===== src/rtl/display_scan_controller.sv =====
// Multiplexed 7-segment scan controller with frame-aligned value update.
// Optional: define LEADING_ZERO_BLANK_EN to darken leading zero digits.
module display_scan_controller #(
  parameter int DIGITS       = 4,
  parameter int REFRESH_DIV  = 50000,
  parameter int BLANK_CYCLES = 64
) (
  input  logic                  clk,
  input  logic                  reset,
  input  logic                  load,
  input  logic [4*DIGITS-1:0]   value,
  output logic                  ready,
  output logic [6:0]            abcdefg,
  output logic [DIGITS-1:0]     digit,
  output logic                  frame_start
);

  localparam int CW = (REFRESH_DIV > 1) ? $clog2(REFRESH_DIV) : 1;
  localparam int IW = $clog2(DIGITS);
  localparam logic [CW-1:0] CNT_LAST = CW'(REFRESH_DIV - 1);
  localparam logic [CW-1:0] CNT_SHOW = CW'(BLANK_CYCLES);
  localparam logic [IW-1:0] IDX_LAST = IW'(DIGITS - 1);

  typedef enum logic {BLANK, SHOW} state_t;

  state_t              state, state_n;
  logic [CW-1:0]       cnt, cnt_n;
  logic [IW-1:0]       idx, idx_n;
  logic [4*DIGITS-1:0] active, active_n;
  logic [4*DIGITS-1:0] shadow, shadow_n;
  logic                pending, pending_n;
  logic [6:0]          seg_n;
  logic [DIGITS-1:0]   dig_n;
  logic                fs_n;
  logic                accept;
  logic [3:0]          nib;
  logic [DIGITS-1:0]   sel;
  logic                dark;
`ifdef LEADING_ZERO_BLANK_EN
  logic                zhi;
`endif

  function automatic logic [6:0] font(input logic [3:0] n);
    logic [6:0] f;
    unique case (n)
      4'h0: f = 7'b1111110;
      4'h1: f = 7'b0110000;
      4'h2: f = 7'b1101101;
      4'h3: f = 7'b1111001;
      4'h4: f = 7'b0110011;
      4'h5: f = 7'b1011011;
      4'h6: f = 7'b1011111;
      4'h7: f = 7'b1110000;
      4'h8: f = 7'b1111111;
      4'h9: f = 7'b1111011;
      4'hA: f = 7'b1110111;
      4'hB: f = 7'b0011111;
      4'hC: f = 7'b1001110;
      4'hD: f = 7'b0111101;
      4'hE: f = 7'b1001111;
      4'hF: f = 7'b1000111;
    endcase
    return f;
  endfunction

  assign ready  = ~pending;
  assign accept = load & ~pending;

  always_comb begin
    cnt_n     = cnt + 1'b1;
    idx_n     = idx;
    active_n  = active;
    shadow_n  = shadow;
    pending_n = pending;
    seg_n     = '0;
    dig_n     = '0;
    nib       = '0;
    sel       = '0;
    dark      = 1'b0;
    if (cnt == CNT_LAST) begin
      cnt_n = '0;
      idx_n = (idx == IDX_LAST) ? '0 : idx + 1'b1;
    end
    state_n = (cnt_n < CNT_SHOW) ? BLANK : SHOW;
    // the registered frame_start marks the boundary cycle itself
    if (frame_start) begin
      if (pending) begin
        active_n  = shadow;
        pending_n = 1'b0;
      end else if (accept) begin
        active_n = value;
      end
    end else if (accept) begin
      shadow_n  = value;
      pending_n = 1'b1;
    end
    for (int i = 0; i < DIGITS; i++) begin
      if (idx == IW'(i)) begin
        nib    = active_n[4*i +: 4];
        sel[i] = 1'b1;
      end
    end
`ifdef LEADING_ZERO_BLANK_EN
    zhi = 1'b1;
    for (int i = DIGITS - 1; i > 0; i--) begin
      zhi = zhi & (active_n[4*i +: 4] == 4'h0);
      if (idx == IW'(i) && zhi)
        dark = 1'b1;
    end
`endif
    fs_n = (cnt == '0) && (idx == '0);
    if (state == SHOW && !dark) begin
      seg_n = font(nib);
      dig_n = sel;
    end
  end

  always_ff @(posedge clk or posedge reset) begin
    if (reset) begin
      state       <= BLANK;
      cnt         <= '0;
      idx         <= '0;
      active      <= '0;
      shadow      <= '0;
      pending     <= 1'b0;
      abcdefg     <= '0;
      digit       <= '0;
      frame_start <= 1'b0;
    end else begin
      state       <= state_n;
      cnt         <= cnt_n;
      idx         <= idx_n;
      active      <= active_n;
      shadow      <= shadow_n;
      pending     <= pending_n;
      abcdefg     <= seg_n;
      digit       <= dig_n;
      frame_start <= fs_n;
    end
  end

endmodule


===== config.mk =====
export PLATFORM = sky130hd
export DESIGN_NAME = display_scan_controller
export DESIGN_NICKNAME = d
export VERILOG_FILES = /design/src/rtl/display_scan_controller.sv
export SDC_FILE = /design/constraint.sdc
export NUM_CORES = 1
export LEC_CHECK = 0
export BUFFER_PORTS_ARGS = -buffer_cell sky130_fd_sc_hd__buf_4
export CAP_MARGIN = 10
export CORE_MARGIN = 2
export CORE_UTILIZATION = 60
export DETAILED_ROUTE_END_ITERATION = 10
export PLACE_DENSITY_LB_ADDON = 0.05
export SLEW_MARGIN = 20
export SYNTH_ARGS = -nofsm -noshare
export SYNTH_HDL_FRONTEND = slang
export SYNTH_SLANG_ARGS = --single-unit

===== constraint.sdc =====
create_clock -name clk -period 7.5 [get_ports clk]
set_input_delay 0 -clock clk [delete_from_list [all_inputs] [get_ports clk]]
set_output_delay 0 -clock clk [all_outputs]
set_load 0.02 [all_outputs]

* After elaboration in Yosys (flattened, before gate mapping) *
Memory sizes are Yosys's and may differ from the RTL's.
Cells that the tools add are included.

cells by class
  $add $sub $neg = 2
  order comparisons = 1
  eq/ne operators = 4
  multiplexer cells = 18
  bitwise operators = 3
  reduce and logical (&&, ||, !) cells = 5

operators by type and width
  cell                                                  count
  two-way mux 16 bit                                    4
  two-way mux 4 bit                                     5
  adder 16 x 1 -> 16 bit (second input constant)        1
  == test 16 bit (second input constant)                1
  zero test 16 bit                                      1
  < comparator 16 x 7 -> 1 bit (second input constant)  1
  two-way mux 1 bit                                     7
  two-way mux 7 bit                                     1
  == test 2 bit (second input constant)                 2
  adder 2 x 1 -> 2 bit (second input constant)          1
  == test 2 x 1 -> 1 bit (second input constant)        1
  zero test 2 bit                                       1
  two-way mux 2 bit                                     1
  inverter 1 bit                                        2
  AND reduction 2 bit                                   1
  nonzero test 2 bit                                    1
  bitwise AND 1 bit                                     1
  logical AND 1 bit                                     1

word-level totals
  bits in registers = 64
  memory bits (read-only) = 112
  input port bits = 19
  output and inout bits = 13
  logic and storage cells = 43
  memories = 1

memories
  memory            words  bits a word  rd ports  clocked after memory_dff  wr ports  line  RTL
  (name not given)  16     7            1         0                         0         45    unique case (n)

* Depth between registers and ports, before layout *
An unclocked memory read counts as a cell.

  word-level depth = 11
  depth in mapped cells = 11
  mapped depth without buffers = 10

* Worst setup path before layout *
No wires, ideal clock.

  kind = reg2reg
  start = reg frame_start
  end = reg abcdefg[6]
  setup time = 62 ps
  data arrival time = 2,372 ps
  data required time = 7,438 ps
  slack = 5,065 ps
  cell stages (with the launch flop) = 10
  buffers on the path = 1
  period minus slack after synthesis = 2,435 ps
  cells stage by stage = dfrtp_1 -> buf_2 -> and4b_1 -> a221o_1 -> a221oi_1 -> a221o_2 -> inv_2 -> ha_1 -> mux2_4 -> a2bb2o_4

between the ends
  elaborated cells on any way between the ends = 7
  those cells by class = mux (6); memory (1)

RTL lines
  element                          line  RTL
  start: declaration               15    output logic frame_start
  start signal: assignment         138   frame_start <= fs_n;
  two-way mux 16 bit               86    if (frame_start) begin
  net active_n[4]                  29    logic [4*DIGITS-1:0] active, active_n;
  two-way mux 4 bit (3 in series)  98    if (idx == IW'(i)) begin
  memory read (16 x 7 bit)         --
  two-way mux 7 bit                112   if (state == SHOW && !dark) begin
  net seg_n[6]                     32    logic [6:0] seg_n;
  end signal: assignment           136   abcdefg <= seg_n;
  end: declaration                 13    output logic [6:0] abcdefg,

The timed path passes the listed nets, and every way through them passes these cells.
A chain may end at the register's enable or synchronous reset.

* Worst setup path after layout *
Same ends and word-level chain as after synthesis.

==> impl_results.rst <==
.. list-table::
   :header-rows: 1

   * - Metric
     - Value
   * - Outcome
     - finished clean
   * - Setup TNS Final
     - 0 ns
   * - Largest driver fanout on the critical path
     - 24
   * - Setup fix buffers added after clock tree synthesis
     - 0
   * - Storage cell area
     - ~1600 um^2
   * - # IOs
     - 32
   * - Leakage power figure
     - 1.81 nW
   * - CP Data Arrival Time
     - ~3.4 ns
   * - Share of post-route cells with drive strength above 1
     - 0.233
   * - Die boundary width
     - 77.8 um
   * - Cells resized by post-CTS repair
     - 0
   * - Detailed-route DRC error count
     - 0
   * - Sequential area share after synthesis
     - 0.490
   * - Met2 track utilization from global routing
     - 0.358
   * - Clock root buffer
     - sky130_fd_sc_hd__clkbuf_8
   * - Nature of the critical path startpoint
     - flop
   * - Placeable core region
     - ~5200 um^2
   * - Kind of path behind the tightest hold check
     - input pin to asynchronous set/reset pin
   * - Unique cell type count in the Yosys netlist
     - 53
   * - Flip-flop cell with the highest count after synthesis
     - sky130_fd_sc_hd__dfrtp_1
   * - Power per cell area
     - 189 nW/um^2
   * - Number of flops mapped to enable cells by yosys
     - 0
   * - Crit path cell chain
     - o21ai_1, a221o_1, a221oi_1, a221o_2, inv_2, ha_1, mux2_4, a2bb2o_4
   * - Synthesized area
     - 3270 um^2
   * - Internal power summed over all cells
     - 0.000567 W
   * - Most frequent standard cell in the layout excluding fill and tap cells
     - sky130_fd_sc_hd__dfrtp_1
   * - Met3 Track Usage GR
     - 0.0395
   * - Worst path top cell family by delay
     - compound AO/OA/AOI/OAI gates
   * - Die area
     - 6060 um^2
   * - Cell accounting for the most synthesized area
     - sky130_fd_sc_hd__dfrtp_1
   * - Number of hold violations in the final report
     - 0
   * - Biggest area contributors in the synthesized netlist
     - sky130_fd_sc_hd__dfrtp_1 (49%), sky130_fd_sc_hd__mux2_2 (5.9%), sky130_fd_sc_hd__ha_1 (4.6%)
   * - Flip-flop and latch count after synthesis
     - 64
   * - Routability cong.
     - approximately 0.8
   * - Final cycle utilization of the critical path
     - 0.422
   * - DPL Wire Length
     - 4210 um
   * - Async set or reset register ratio after synthesis
     - 1.00
   * - Category of the critical setup timing path
     - flop to flop
   * - Critical Path Sink Type
     - flop
   * - Seq pwr share
     - 0.509
   * - Crit path largest cell delay
     - 0.77 ns
   * - Number of antenna violations at the first check in global routing
     - 0
   * - MaxCap Viol Count
     - 0
   * - Starting Density
     - 0.632
   * - Number of vias after detailed routing
     - 2,301
   * - Number of DRC violations after detailed-routing iteration 0
     - between 100 and 150
   * - Routed Antenna Nets
     - 0
   * - Total design power
     - 0.000735 W
   * - Cts bufs inserted
     - 9
   * - Post-Syn Area per Cell
     - 11.5 um^2
   * - Total number of clock tree sinks
     - 64
   * - Post-Route Skew
     - 0.00745 ns
   * - Clock latency on the worst-skew pair
     - 0.34 ns
   * - Worst path buffer plus inverter count
     - 1
   * - Via count normalized by instance count
     - approximately 5.7
   * - Count of endpoints failing setup in the final report
     - 0
   * - Switching power share of the total
     - 0.228
   * - Clock input transition at the sequential cells of the worst setup and hold paths
     - 0.06 ns
   * - Antenna cell count
     - 0
   * - Largest net degree at the start of global routing
     - 65
   * - Most Crowded Layer GR
     - met2
   * - Post-layout minimum cycle time
     - around 3.2 ns
   * - Number of rows created at floorplan
     - 26
   * - Worst relative slew slack
     - 0.440
   * - Net count of the mapped netlist
     - 315
   * - GRT Total Usage
     - 0.233
   * - Clock group share of total power
     - 0.379
   * - F_max
     - between 300 and 400 MHz
   * - Final Max Tran Viols
     - 0
   * - Maximum clock insertion buffer count
     - 2
   * - Aggregate global routing overflow
     - 0
   * - Wire length reported by the detailed router
     - around 6300 um
   * - Peak ir drop on the vdd network
     - 182 uV
   * - Die Span Y
     - between 70 and 80 um
   * - Number of inserted filler cells in the final layout
     - between 300 and 400
   * - Count of mapped cells out of synthesis
     - 284
   * - Deepest level of the CTS H-tree
     - 3
   * - Count of TritonRoute iterations in the first routing pass
     - 5
   * - Clock tree from TritonCTS
     - done
   * - Area used by multi-input combinational logic
     - 1510 um^2
   * - Fraction of met1 tracks used by global routing
     - 0.315
   * - Required time at the worst-slack endpoint
     - 7.78 ns
   * - Worst slew pin tran
     - 0.834 ns
   * - Warnings, synthesis
     - 0
   * - Routed length per instance
     - 15.4 um
   * - Highest-delay cell along the critical path
     - sky130_fd_sc_hd__dfrtp_1
   * - RSZ-0062 raised after global routing
     - false
   * - Buffers added on ports
     - 31
   * - Syn-to-layout area delta
     - 18.8%
   * - First-pass GRT wire length
     - 11,000 um
   * - Switching component of the power
     - 0.000168 W
   * - Via count of the first global-routing pass
     - 2,355
   * - Comb pwr share
     - 0.111
   * - Layout net count
     - 364
   * - Commonest non-fill, non-tap cells in the layout
     - sky130_fd_sc_hd__dfrtp_1 (64), sky130_fd_sc_hd__buf_4 (34), sky130_fd_sc_hd__nor2_1 (18), sky130_fd_sc_hd__inv_1 (18), sky130_fd_sc_hd__dlygate4sd3_1 (18)
   * - Yosys top cell area share
     - 0.490
worst register-to-register path: cells and delay by family (launching register included):
family | cells | cell delay, ns
DFF | 1 | 0.77
muxes | 1 | 0.29
buffers and inverters | 1 | 0.08
AOI/OAI and AO/OA | 5 | 1.73
adders and majority gates | 1 | 0.25
metrics by stage:
step / util / hold WS [ns] / setup slack, ns / std cells / cell area (um^2)
after floorplan: - / 0.152 / 5.07 / 284 / 3270
after detailed placement: 0.679 / 0.247 / 4.26 / 373 / 3510
after CTS: 0.748 / 0.438 / 4.25 / 404 / 3870
after global routing: 0.751 / 0.462 / 4.04 / 405 / 3890
final: 0.751 / 0.446 / 4.34 / 405 / 3890
after global placement: 0.679 / 0.243 / 4.33 / 373 / 3510
power groups by stage:
stage | combinational, W | sequential [W] | clock (W)
4_1_cts | 0.0000816 | 0.000374 | 0.000283
3_3_place_gp | 0.0000717 | 0.000380 | 0
5_1_grt | 0.0000904 | 0.000376 | 0.000297
3_5_place_dp | 0.0000737 | 0.000381 | 0
2_1_floorplan | 0.0000565 | 0.000377 | 0
6_report | 0.0000819 | 0.000375 | 0.000279
cells in the mapped netlist, types with 4 or more instances:
library cell               count
sky130_fd_sc_hd__nand3_1      10
sky130_fd_sc_hd__mux2_2       17
sky130_fd_sc_hd__mux2i_1       9
sky130_fd_sc_hd__a21oi_1       4
sky130_fd_sc_hd__nor2b_1       4
sky130_fd_sc_hd__buf_2         6
sky130_fd_sc_hd__dfrtp_1      64
sky130_fd_sc_hd__nand2_1      11
sky130_fd_sc_hd__xnor2_1       8
sky130_fd_sc_hd__and2_1        6
sky130_fd_sc_hd__a22oi_1       4
sky130_fd_sc_hd__and4b_1       5
sky130_fd_sc_hd__nor3_1        4
sky130_fd_sc_hd__xor2_1        7
sky130_fd_sc_hd__inv_1        19
sky130_fd_sc_hd__a221o_1       7
sky130_fd_sc_hd__nor2_1       18
sky130_fd_sc_hd__a22o_1       10
sky130_fd_sc_hd__nand2b_1      5
sky130_fd_sc_hd__ha_1         12
timing repair:
| item | CTS | global route |
|---|---|---|
| hold buffers | 18 | 0 |
| setup endpoints to repair | 0 | 0 |
| endpoints found under the hold margin | 81 | 0 |
final cells by class:
class	instances	share of cell area
sequential	64	0.412
clock inverter	1	0.00773
inverter	20	0.0193
clock buffer	12	0.0373
multi-input combinational	186	0.389
timing repair buffer	52	0.112
tap	70	0.0225
layer usage:
layer | vias to the layer above | part of all wire
met5 | - | 0
met4 | 0 | 0.025
met3 | 17 | 0.035
met2 | 44 | 0.47
met1 | 1119 | 0.47
li1 | 1121 | -
registers in the layout, indices dropped and copies added, names as in the netlist:
register	cells
cnt	16
frame_start	1
state	1
digit	4
abcdefg	7
pending	1
shadow	16
active	16
idx	2
logic make-up (layout without fill, tap and decap cells):
family | after synthesis | count (layout) | synth area share
xor gates and xnor gates | 15 | 15 | 0.0402
buffers and inverters | 34 | 85 | 0.0528
and+or+nand+nor | 80 | 80 | 0.138
muxes | 27 | 27 | 0.0907
AOI/OAI and AO/OA | 52 | 52 | 0.143
DFF | 64 | 64 | 0.490
adders and majority gates | 12 | 12 | 0.0459
path summary, 6_finish.rpt:
kind,from,end,slack (ns),cells after the start
min in group clk,value[6],shadow[6],0.45,3
worst min-delay path,reset,abcdefg[3],0.45,4
worst min register to register,active[8],active[8],0.50,2
worst max register to register,frame_start,abcdefg[6],4.34,8
worst max-delay path,frame_start,abcdefg[6],4.34,8
max in group asynchronous,reset,active[1],6.53,4
No activity file was read; power rests on OpenSTA's default activity.
